**config.mk**
```make
export PLATFORM = sky130hd
export DESIGN_NAME = cpu_boot_loader_flat
export DESIGN_NICKNAME = d
export VERILOG_FILES = /design/src/rtl/cpu_boot_pkg.sv /design/src/rtl/cpu_boot_loader_if.sv /design/src/rtl/cpu_boot_loader_csum_acc.sv /design/src/rtl/cpu_boot_loader.sv /design/src/flat_wrapper.sv
export SDC_FILE = /design/constraint.sdc
export NUM_CORES = 1
export LEC_CHECK = 0
export CORE_MARGIN = 2
export CORE_UTILIZATION = 40
export DETAILED_ROUTE_END_ITERATION = 10
export PLACE_DENSITY_LB_ADDON = 0.25
export SYNTH_ARGS = -nofsm -noshare
export SYNTH_HDL_FRONTEND = slang
export SYNTH_HIERARCHICAL = 1
export SYNTH_SLANG_ARGS = --single-unit
```
**constraint.sdc**
```tcl
create_clock -name Clock -period 4.95 [get_ports Clock]
set_input_delay 1.485 -clock Clock [delete_from_list [all_inputs] [get_ports Clock]]
set_output_delay 1.485 -clock Clock [all_outputs]
set_load 0.005 [all_outputs]
```
**src/rtl/cpu_boot_pkg.sv**
```systemverilog
// Shared types and constants for the CPU boot loader.
// State encoding, word width and the image length limit used by the length check.
package cpu_boot_pkg;

  localparam int unsigned BOOT_DATA_W = 16;

  typedef enum logic [2:0] {
    S_LEN   = 3'd0,
    S_LOAD  = 3'd1,
    S_CHECK = 3'd2,
    S_RUN   = 3'd3,
    S_ERR   = 3'd4
  } boot_state_e;

  // Largest legal image length: the full instruction memory, 2^aw words.
  function automatic logic [16:0] len_limit(input int unsigned aw);
    return 17'(1) << aw;
  endfunction

endpackage

```
**src/rtl/cpu_boot_loader_if.sv**
```systemverilog
// Image stream, instruction memory write port and CPU control of the boot loader.
// The loader uses the slave modport; the image source / system side uses master.
interface cpu_boot_loader_if #(
  parameter int unsigned DATA_W = 16,
  parameter int unsigned ADDR_W = 8
);
  logic              Restart;
  logic              InValid;
  logic [DATA_W-1:0] InData;
  logic              InReady;
  logic              MemWe;
  logic [ADDR_W-1:0] MemAddr;
  logic [DATA_W-1:0] MemData;
  logic              CpuRun;
  logic              Done;
  logic              Error;

  modport slave (
    input  Restart, InValid, InData,
    output InReady, MemWe, MemAddr, MemData, CpuRun, Done, Error
  );

  modport master (
    output Restart, InValid, InData,
    input  InReady, MemWe, MemAddr, MemData, CpuRun, Done, Error
  );
endinterface

```
**src/rtl/cpu_boot_loader_csum_acc.sv**
```systemverilog
// Modulo-2^16 running sum of accepted image data words.
// Instantiated by cpu_boot_loader only when BOOT_CHECKSUM_EN is defined.
module boot_csum_acc
  import cpu_boot_pkg::*;
(
  input  logic                   clk_i,
  input  logic                   rst_i,
  input  logic                   clr_i,
  input  logic                   acc_i,
  input  logic [BOOT_DATA_W-1:0] data_i,
  output logic [BOOT_DATA_W-1:0] sum_o
);

  logic [BOOT_DATA_W-1:0] sum_d, sum_q;

  always_comb begin
    sum_d = sum_q;
    if (clr_i) begin
      sum_d = '0;
    end else if (acc_i) begin
      sum_d = sum_q + data_i;
    end
  end

  always_ff @(posedge clk_i or posedge rst_i) begin
    if (rst_i) begin
      sum_q <= '0;
    end else begin
      sum_q <= sum_d;
    end
  end

  assign sum_o = sum_q;

endmodule

```
**src/rtl/cpu_boot_loader.sv**
```systemverilog
// Boot loader: streams a length-prefixed image into instruction memory, then releases the CPU.
// Define BOOT_CHECKSUM_EN to require a trailing checksum word before release.
module cpu_boot_loader
  import cpu_boot_pkg::*;
#(
  parameter int unsigned DATA_W = BOOT_DATA_W,
  parameter int unsigned ADDR_W = 8
) (
  input  logic               Clock,
  input  logic               Reset,
  cpu_boot_loader_if.slave   boot_io
);

  localparam logic [16:0] LenLimit = len_limit(ADDR_W);

  boot_state_e       state_q;
  logic              ready_q;
  logic              we_q;
  logic              run_q;
  logic              done_q;
  logic              err_q;
  logic [ADDR_W-1:0] addr_q;
  logic [ADDR_W-1:0] last_q;
  logic [ADDR_W-1:0] mem_addr_q;
  logic [DATA_W-1:0] mem_data_q;

  logic accept;
  logic len_bad;

  assign accept  = boot_io.InValid && ready_q;
  assign len_bad = (boot_io.InData == '0) || (32'(boot_io.InData) > 32'(LenLimit));

`ifdef BOOT_CHECKSUM_EN
  logic [BOOT_DATA_W-1:0] csum;

  boot_csum_acc u_csum (
    .clk_i  (Clock),
    .rst_i  (Reset),
    .clr_i  (boot_io.Restart || (state_q == S_LEN)),
    .acc_i  (accept && (state_q == S_LOAD)),
    .data_i (boot_io.InData),
    .sum_o  (csum)
  );
`endif

  always_ff @(posedge Clock or posedge Reset) begin
    if (Reset) begin
      state_q    <= S_LEN;
      ready_q    <= 1'b0;
      we_q       <= 1'b0;
      run_q      <= 1'b0;
      done_q     <= 1'b0;
      err_q      <= 1'b0;
      addr_q     <= '0;
      last_q     <= '0;
      mem_addr_q <= '0;
      mem_data_q <= '0;
    end else begin
      we_q <= 1'b0;
      if (boot_io.Restart) begin
        // A word handshaken in this cycle is consumed but dropped.
        state_q <= S_LEN;
        ready_q <= 1'b1;
        run_q   <= 1'b0;
        done_q  <= 1'b0;
        err_q   <= 1'b0;
      end else begin
        unique case (state_q)
          S_LEN: begin
            ready_q <= 1'b1;
            if (accept) begin
              if (len_bad) begin
                state_q <= S_ERR;
                ready_q <= 1'b0;
                err_q   <= 1'b1;
              end else begin
                state_q <= S_LOAD;
                last_q  <= ADDR_W'(boot_io.InData - DATA_W'(1));
                addr_q  <= '0;
              end
            end
          end
          S_LOAD: begin
            if (accept) begin
              we_q       <= 1'b1;
              mem_addr_q <= addr_q;
              mem_data_q <= boot_io.InData;
              addr_q     <= addr_q + ADDR_W'(1);
              if (addr_q == last_q) begin
`ifdef BOOT_CHECKSUM_EN
                state_q <= S_CHECK;
`else
                state_q <= S_RUN;
                ready_q <= 1'b0;
`endif
              end
            end
          end
          S_CHECK: begin
`ifdef BOOT_CHECKSUM_EN
            if (accept) begin
              ready_q <= 1'b0;
              if (boot_io.InData == csum) begin
                state_q <= S_RUN;
              end else begin
                state_q <= S_ERR;
                err_q   <= 1'b1;
              end
            end
`else
            state_q <= S_LEN;
`endif
          end
          S_RUN: begin
            // Release one edge after the final accept so the last write lands first.
            ready_q <= 1'b0;
            run_q   <= 1'b1;
            done_q  <= 1'b1;
          end
          S_ERR: begin
            ready_q <= 1'b0;
            run_q   <= 1'b0;
            err_q   <= 1'b1;
          end
          default: begin
            state_q <= S_LEN;
          end
        endcase
      end
    end
  end

  assign boot_io.InReady = ready_q;
  assign boot_io.MemWe   = we_q;
  assign boot_io.MemAddr = mem_addr_q;
  assign boot_io.MemData = mem_data_q;
  assign boot_io.CpuRun  = run_q;
  assign boot_io.Done    = done_q;
  assign boot_io.Error   = err_q;

endmodule

```
**src/flat_wrapper.sv**
```systemverilog
// flat-port wrapper written by rule: the top's interface ports become plain ports
module cpu_boot_loader_flat import cpu_boot_pkg::*;
#(
  parameter int unsigned DATA_W = BOOT_DATA_W,
  parameter int unsigned ADDR_W = 8
)
  (Clock, Reset, boot_io_Restart, boot_io_InValid, boot_io_InData, boot_io_InReady, boot_io_MemWe, boot_io_MemAddr, boot_io_MemData, boot_io_CpuRun, boot_io_Done, boot_io_Error);
  cpu_boot_loader_if #(.DATA_W(DATA_W), .ADDR_W(ADDR_W)) boot_io_i ();
  input  logic Clock;
  input  logic Reset;
  input wire logic [$bits(boot_io_i.Restart)-1:0] boot_io_Restart;
  input wire logic [$bits(boot_io_i.InValid)-1:0] boot_io_InValid;
  input wire logic [$bits(boot_io_i.InData)-1:0] boot_io_InData;
  output wire logic [$bits(boot_io_i.InReady)-1:0] boot_io_InReady;
  output wire logic [$bits(boot_io_i.MemWe)-1:0] boot_io_MemWe;
  output wire logic [$bits(boot_io_i.MemAddr)-1:0] boot_io_MemAddr;
  output wire logic [$bits(boot_io_i.MemData)-1:0] boot_io_MemData;
  output wire logic [$bits(boot_io_i.CpuRun)-1:0] boot_io_CpuRun;
  output wire logic [$bits(boot_io_i.Done)-1:0] boot_io_Done;
  output wire logic [$bits(boot_io_i.Error)-1:0] boot_io_Error;
  assign boot_io_i.Restart = boot_io_Restart;
  assign boot_io_i.InValid = boot_io_InValid;
  assign boot_io_i.InData = boot_io_InData;
  assign boot_io_InReady = boot_io_i.InReady;
  assign boot_io_MemWe = boot_io_i.MemWe;
  assign boot_io_MemAddr = boot_io_i.MemAddr;
  assign boot_io_MemData = boot_io_i.MemData;
  assign boot_io_CpuRun = boot_io_i.CpuRun;
  assign boot_io_Done = boot_io_i.Done;
  assign boot_io_Error = boot_io_i.Error;
  cpu_boot_loader #(.DATA_W(DATA_W), .ADDR_W(ADDR_W)) u_core (.Clock(Clock), .Reset(Reset), .boot_io(boot_io_i));
endmodule
```
---- Yosys cells after proc, flatten, opt, wreduce, memory -nomap -nowiden ----
Index checks and enable logic that the tools add are counted.
Widths: inputs -> output; s select.
cells by class
  reduce and logical (&&, ||, !) cells .... 16
  $lt $le $gt $ge ......................... 1
  muxes and demuxes ....................... 27
  equal/unequal tests ..................... 12
  $add $sub $neg .......................... 2
  bitwise logic cells ..................... 2
operators by type and width
  operator             number
  $mux 8               3
  $gt 16x9->1 const B  1
  $logic_not 16->1     1
  $pmux 8 s2           1
  $mux 3               5
  $mux 1               14
  $ne 3x2->1 const B   4
  $pmux 3 s3           1
  $reduce_and 3->1     3
  $add 8x1->8 const B  1
  $eq 8x8->1           1
  $reduce_and 4->1     2
  $sub 8x1->8 const B  1
  $ne 2x1->1 const B   3
  $reduce_bool 3->1    2
  $reduce_and 5->1     1
  $pmux 1 s2           2
  $reduce_bool 2->1    2
  $reduce_bool 4->1    1
  $eq 3x1->1 const B   1
  $eq 3x2->1 const B   1
  $eq 3x3->1 const B   1
  $logic_not 3->1      1
  $pmux 1 s3           1
  other kinds (5)      6
storage, ports and cells
  input port bits ......................... 20
  logic and storage cells ................. 70
  output and inout bits ................... 29
  register bits after elaboration ......... 48

---- Logic depth before layout (Yosys ltp) ----
Gate-level depths: netlist (run 1).
  word-level depth ........................ 6
  mapped depth ............................ 7
  depth with buffers taken out ............ 6

---- Least setup slack after synthesis (run 1) ----
No wires, ideal clock.
  path kind ............................... input-to-reg
  start ................................... in boot_io_InData[12]
  end ..................................... reg u_core.last_q[0]
  data required time ...................... 4.825 ns
  path buffers ............................ 0
  setup slack ............................. 1.872 ns
  data arrival time ....................... 2.954 ns
  setup time .............................. 0.125 ns
  stages .................................. 4
  cell sequence ........................... or4_1 a211o_2 a21oi_4 mux2_2
on the way
  longest elaborated chain between the ends .. 4
  elaborated cells between the ends (all ways) .. 5
  those cells by class .................... 1 x order compare; 1 x bitwise; 3 x reduce/logical
RTL lines
  element                                          line                   RTL
  start: declaration                               flat_wrapper.sv:13     input wire logic [$bits(boot_io_i.InData)-1:0] boot_io_InData;
  $gt 16x9->1 or $logic_not 16->1 (tied branches)  cpu_boot_loader.sv:31  assign len_bad = (boot_io.InData == '0) || (32'(boot_io.InData) > 32'(LenLimit));
  $logic_or 1x1->1 *                               cpu_boot_loader.sv:31
  $not 1->1 (no source line) *                     --
  $reduce_and 4->1 (no source line) *              --
  end signal: assignment                           cpu_boot_loader.sv:78  last_q <= ADDR_W'(boot_io.InData - DATA_W'(1));
  end: declaration                                 cpu_boot_loader.sv:23  logic [ADDR_W-1:0] last_q;
Every way passes the cells marked *; elsewhere a longest branch is shown, timed or not.
A chain may end at the register's enable or synchronous reset.

---- Worst setup path in the final report (run 1) ----
  start ................................... in boot_io_InData[0]
  end ..................................... reg u_core.last_q[3]
on the way
  longest elaborated chain between the ends .. 4
  elaborated cells between the ends (all ways) .. 6
  those cells by class .................... 1 x add/sub; 1 x order compare; 1 x bitwise; 3 x reduce/logical
RTL lines
  element                                          line
  $gt 16x9->1 or $logic_not 16->1 (tied branches)  cpu_boot_loader.sv:31
  $logic_or 1x1->1                                 cpu_boot_loader.sv:31
  $not 1->1 (no source line)                       --
  $reduce_and 4->1 (no source line)                --
Several ways; a longest one is shown, not always the timed one.

==> results of run 1 <==
synthesized netlist by cell type, drive strengths merged (2+ instances only):
cell type   n  area (µm²)
dfrtp      48        1200
mux2       34         383
xor2       10        87.6
nor2        9        36.3
inv         7        26.3
a21oi       6        41.3
nand2       6        22.5
and3        5        31.3
clkbuf      5        18.8
nand3       4        20.0
nand4       4        25.0
nor4        4        31.3
o21ai       4        20.0
buf         3        15.0
ha          3        37.5
nand4b      3        26.3
or4         3        23.8
xnor2       3        26.3
a21o        2        15.0
a22o        2        17.5
a311oi      2        17.5
a31oi       2        12.5
mux2i       2        20.0
nor2b       2        12.5
nor3        2        10.0
o2bb2ai     2        17.5
logic make-up after synthesis:
| group | Yosys count |
|---|---|
| flops | 48 |
| mux | 36 |
| xor+xnor | 13 |
| buf+inv | 15 |
| simple gates | 49 |
| fa+ha+maj | 3 |
| compound gates | 28 |
routing by layer:
metal | up-vias | GRT usage [%]
met3 | 10 | 4.61
met5 | - | 0
met4 | 0 | 7.29
li1 | 797 | -
met1 | 827 | 21.6
met2 | 52 | 24.8
stage by stage:
step,hold WS (ns),setup WS (ns)
final,0.508,1.55
after global routing,0.530,1.39
after CTS,0.514,1.56
after detailed placement,0.491,1.23
after global placement,0.486,1.31
after floorplan,0.486,1.87
critical path, cell delays in order:
cell,delay (ns)
clkdlybuf4s50_1,0.45
inv_1,0.12
ha_1,0.14
nor3b_1,0.24
nand4_1,0.36
a21oi_4,0.40
mux2_2,0.37
layout make-up:
cell class                      count  share of cell area, %
Timing Repair Buffer               49                   16.4
Inverter                            7                  0.882
Multi-Input combinational cell    129                   35.3
Clock buffer                        6                   2.77
Clock inverter                      2                   1.30
Tap cell                           72                   3.02
Sequential cell                    48                   40.3
where the power goes:
group,switching (µW),internal (µW)
registers,15.6,401
clock network,129,165
logic,33.5,34.3
total,178,600
path summary, 6_finish.rpt:
| check | slack (ns) | end | startpoint |
|---|---|---|---|
| worst min register to register | 0.51 | u_core/boot_io.Done | u_core/boot_io.Done |
| worst max register to register | 3.06 | u_core/boot_io.MemData[2] | u_core/state_q[1] |
| worst max-delay path | 1.55 | u_core/last_q[3] | boot_io_InData[0] |
| worst min-delay path | 0.51 | u_core/boot_io.Done | u_core/boot_io.Done |
| min in group asynchronous | 1.72 | u_core/boot_io.MemWe | Reset |
| max in group asynchronous | 2.62 | u_core/state_q[2] | Reset |
sequential cells by signal (all words and copies together) (netlist names):
register                flops
u_core/boot_io.CpuRun       1
u_core/addr_q               8
u_core/last_q               8
u_core/boot_io.MemWe        1
u_core/boot_io.MemData     16
u_core/boot_io.Done         1
u_core/boot_io.MemAddr      8
u_core/boot_io.Error        1
u_core/state_q              3
u_core/boot_io.InReady      1
==> impl_metrics.env, run 1 <==
export IMPL_dpl_cell_area_um2=2860
export IMPL_crit_path_max_fanout=8
export IMPL_cts_tree="yes"
export IMPL_synthesis_nets=215
export IMPL_worstHoldPathCells=2
export IMPL_critPathArrivalTime_ns=3.59
export IMPL_clock_sinks=48
export IMPL_ios=49
export IMPL_dpl_hpwl_um=3370
export IMPL_post_route_min_period_ns=3.40
export IMPL_p_leak_uw=0.00137
export IMPL_design_core_area_um2=5540
export IMPL_cts_setup_buffers=0
export IMPL_postRouteWirelength_um=4660
export IMPL_yosysUniqueCellTypes=45
export IMPL_grt_pass1_vias=1730
export IMPL_final_cells=313
export IMPL_path_clk_slew_ns=0.08
export IMPL_wl_met3_um=263
export IMPL_ys_flop_type="dfrtp_1"
export IMPL_antenna_found_initial=0
export IMPL_vias_per_cell=5.39
export IMPL_setup_tns_ns=0
export IMPL_synthArstFlopShare_pct=100
export IMPL_ant_nets=0
export IMPL_drt_iter0_drc=193
export IMPL_yosysWarnings=6
export IMPL_multi_input_area_um2=1050
export IMPL_drv_cap=0
export IMPL_ir_drop_mv=0.118
export IMPL_finalInstanceArea_um2=2980
export IMPL_regArea_um2=1200
export IMPL_clk_insertion_delay_late_ns=0.30
export IMPL_chipWidth_um=80.1
export IMPL_antennaDiodeCount=0
export IMPL_num_vias=1686
export IMPL_cts_buffer_depth=2
export IMPL_grt_pass1_wl_um=8090
export IMPL_synthSimpleGateAreaFrac_pct=12.7
export IMPL_hold_viol=0
export IMPL_grt_max_degree=49
export IMPL_rows=27
export IMPL_slew_viol_final=0
export IMPL_min_period_over_period_pct=68.7
export IMPL_wl_per_cell_um=14.9
export IMPL_hold_buffers=0
export IMPL_total_power_uw=779
export IMPL_htree_levels=2
export IMPL_clock_skew_ns=0.00586
export IMPL_wl_met2_um=2150
export IMPL_r2r_cells=4
export IMPL_place_inst=305
export IMPL_io_buffers=48
export IMPL_timing_critical_path_from_type="input port"
export IMPL_track_usage_pct=16.3
export IMPL_routabilityCongestion=0.757
export IMPL_cts_resized=0
export IMPL_dr_pass1_iters=4
export IMPL_drcViolationCount=0
export IMPL_status="finished clean"
export IMPL_syn_inst=192
export IMPL_synthXorXnorAreaFrac_pct=4.92
export IMPL_synth_adder_area_share_pct=1.62
export IMPL_critPathRequiredTime_ns=5.14
export IMPL_seq_area_frac_synth_pct=51.9
export IMPL_start_util_pct=41.8
export IMPL_hp_class="flip-flop to flip-flop"
export IMPL_path_class="input port to flip-flop"
export IMPL_most_common_layout_cells="48 x clkdlybuf4s50_1, 48 x dfrtp_1, 34 x mux2_2"
export IMPL_end_kind="flip-flop"
export IMPL_top_layer_used="met4"
export IMPL_syn_cell_area_um2=2310
export IMPL_wl_met1_um=2130
export IMPL_die_area_um2=6410
export IMPL_syn_area_per_cell_um2=12.1
export IMPL_pwr_density_cell_nw_per_um2=261
export IMPL_synthMuxAreaShare_pct=17.4
export IMPL_final_core_util_pct=53.8
export IMPL_cts_buffers=5
export IMPL_ys_seq_elements=48
export IMPL_finalNetCount=263
export IMPL_grt_overflow=0
export IMPL_rsz0062_at_grt="false"
export IMPL_synth_edf_count=0
export IMPL_cts_root_buffer="clkbuf_8"
export IMPL_syn2layout_area_growth_pct=28.8
export IMPL_setup_violations=0
export IMPL_max_slew_margin_pct=35.4
export IMPL_drive_gt1_share_pct=21.6
export IMPL_fill_cells=529
export IMPL_synth_compound_area_share_pct=8.86
export IMPL_worstMarginPinSlew_ns=0.967
export IMPL_die_h_um=80.1
export IMPL_max_freq_mhz=294
export IMPL_synth_top_family_by_area="multiplexers"
No activity file was read; power rests on OpenSTA's default activity.
==> run 2, diff against run 1 <==
- clock period: 4.95 -> 3.2 ns (I/O delays scaled with it)
==> run 2 against run 1 <==
Net effect: design area rose by 2.7%; critical path type unchanged; clock power rose by 80%; sequential share of layout area fell by 1.1 points; highest routed layer unchanged.
==> impl_metrics.env, run 2 (synthesis results as in run 1) <==
export IMPL_io_buffers=48
export IMPL_end_kind="flip-flop"
export IMPL_regArea_um2=1200
export IMPL_p_leak_uw=0.00142
export IMPL_chipWidth_um=80.1
export IMPL_wl_met2_um=2280
export IMPL_antennaDiodeCount=0
export IMPL_crit_chain="clkdlybuf4s50_1 -> or4_1 -> a211o_2 -> a21oi_4 -> mux2_2"
export IMPL_dpl_cell_area_um2=2920
export IMPL_die_area_um2=6410
export IMPL_rows=27
export IMPL_drv_cap=0
export IMPL_grt_pass1_vias=1765
export IMPL_crit_buf_inv=1
export IMPL_hold_buffers=0
export IMPL_ant_nets=0
export IMPL_wl_met1_um=2220
export IMPL_largest_reg_flops=16
export IMPL_crit_cells=5
export IMPL_total_power_uw=1290
export IMPL_wl_per_cell_um=15.1
export IMPL_ir_drop_mv=0.241
export IMPL_die_h_um=80.1
export IMPL_cts_resized=0
export IMPL_drive_gt1_share_pct=23.8
export IMPL_path_clk_slew_ns=0.09
export IMPL_most_common_layout_cells="48 x clkdlybuf4s50_1, 48 x dfrtp_1, 34 x mux2_2"
export IMPL_timing_critical_path_from_type="input port"
export IMPL_path_class="input port to flip-flop"
export IMPL_r2r_cells=4
export IMPL_status="finished clean"
export IMPL_cts_buffer_depth=2
export IMPL_grt_pass1_wl_um=8320
export IMPL_place_inst=312
export IMPL_final_cells=320
export IMPL_cts_tree="yes"
export IMPL_cts_root_buffer="clkbuf_8"
export IMPL_critPathArrivalTime_ns=3.00
export IMPL_post_route_min_period_ns=2.81
export IMPL_grt_overflow=0
export IMPL_hold_viol=0
export IMPL_cp_top_family="compound AO/OA/AOI/OAI gates"
export IMPL_worstMarginPinSlew_ns=0.483
export IMPL_syn2layout_area_growth_pct=32.3
export IMPL_routabilityCongestion=0.793
export IMPL_cts_setup_buffers=0
export IMPL_max_freq_mhz=356
export IMPL_critPathRequiredTime_ns=3.39
export IMPL_worstHoldPathCells=1
export IMPL_setup_tns_ns=0
export IMPL_slew_viol_final=0
export IMPL_min_period_over_period_pct=87.7
export IMPL_grt_max_degree=25
export IMPL_rsz0062_at_grt="false"
export IMPL_setup_violations=0
export IMPL_postRouteWirelength_um=4840
export IMPL_ios=49
export IMPL_fill_cells=514
export IMPL_htree_levels=2
export IMPL_num_vias=1684
export IMPL_pwr_density_cell_nw_per_um2=421
export IMPL_top_layer_used="met4"
export IMPL_whs_ns=0.511
export IMPL_cts_buffers=5
export IMPL_dr_pass1_iters=4
export IMPL_crit_path_max_fanout=8
export IMPL_track_usage_pct=16.6
export IMPL_cpPeakStageDelay_ns=0.54
export IMPL_finalNetCount=270
export IMPL_slowest_stage="or4_1"
export IMPL_multi_input_area_um2=1050
export IMPL_clock_sinks=48
export IMPL_drcViolationCount=0
export IMPL_vias_per_cell=5.26
export IMPL_dpl_hpwl_um=3660
export IMPL_hp_class="flip-flop to flip-flop"
export IMPL_finalInstanceArea_um2=3060
export IMPL_start_util_pct=41.8
export IMPL_max_slew_margin_pct=67.5
export IMPL_wl_met3_um=282
export IMPL_clk_insertion_delay_late_ns=0.30
export IMPL_drt_iter0_drc=82
export IMPL_antenna_found_initial=0
export IMPL_clock_skew_ns=0.00789
export IMPL_design_core_area_um2=5540
## run 2: cell count changes in the layout (fill, tap and decap cells not counted)
cell       delta
buf_12        +1
buf_4         +6
bufinv_16     +1
clkbuf_8      -1
clkinv_4      -1
inv_6         +1
## run 2: metrics by stage
stage / setup WS [ns] / utilization, %
finish: 0.394 / 55.3
global route: 0.237 / 55.3
CTS: 0.392 / 55.3
detailed placement: 0.0534 / 52.8
global placement: 0.0985 / 52.8
floorplan: 0.647 / -
## run 2: routing by layer
| layer | up-vias | global-route usage [%] |
|---|---|---|
| met2 | 51 | 26.8 |
| met5 | - | 0 |
| met3 | 8 | 4.49 |
| met4 | 0 | 5.59 |
| li1 | 813 | - |
| met1 | 812 | 21.5 |
## run 2: final timing paths
kind	from	to	slack, ns
setup / recovery	boot_io_InData[12]	u_core/last_q[3]	0.39
setup reg to reg	u_core/state_q[1]	u_core/boot_io.MemData[7]	1.41
hold / removal	u_core/boot_io.MemData[5]	u_core/boot_io.MemData[5]	0.51
hold reg to reg	u_core/boot_io.MemData[5]	u_core/boot_io.MemData[5]	0.51
min in group asynchronous	Reset	u_core/addr_q[0]	0.91
max in group asynchronous	Reset	u_core/boot_io.InReady	1.76
## run 2: where the power goes
part	total [µW]	leakage (µW)	internal [µW]	switching, µW
Clock	532	0.0000687	315	218
Sequential	644	0.000657	620	23.2
Combinational	112	0.000692	57.5	54.2
Total	1290	0.00142	993	295
## run 2: area by class of cell
class,instances,area share [%]
sequential,48,39.2
timing repair buffer,56,18.1
tap,72,2.94
inverter,7,0.858
multi-input combinational,129,34.4
clock inverter,3,2.25
clock buffer,5,2.25
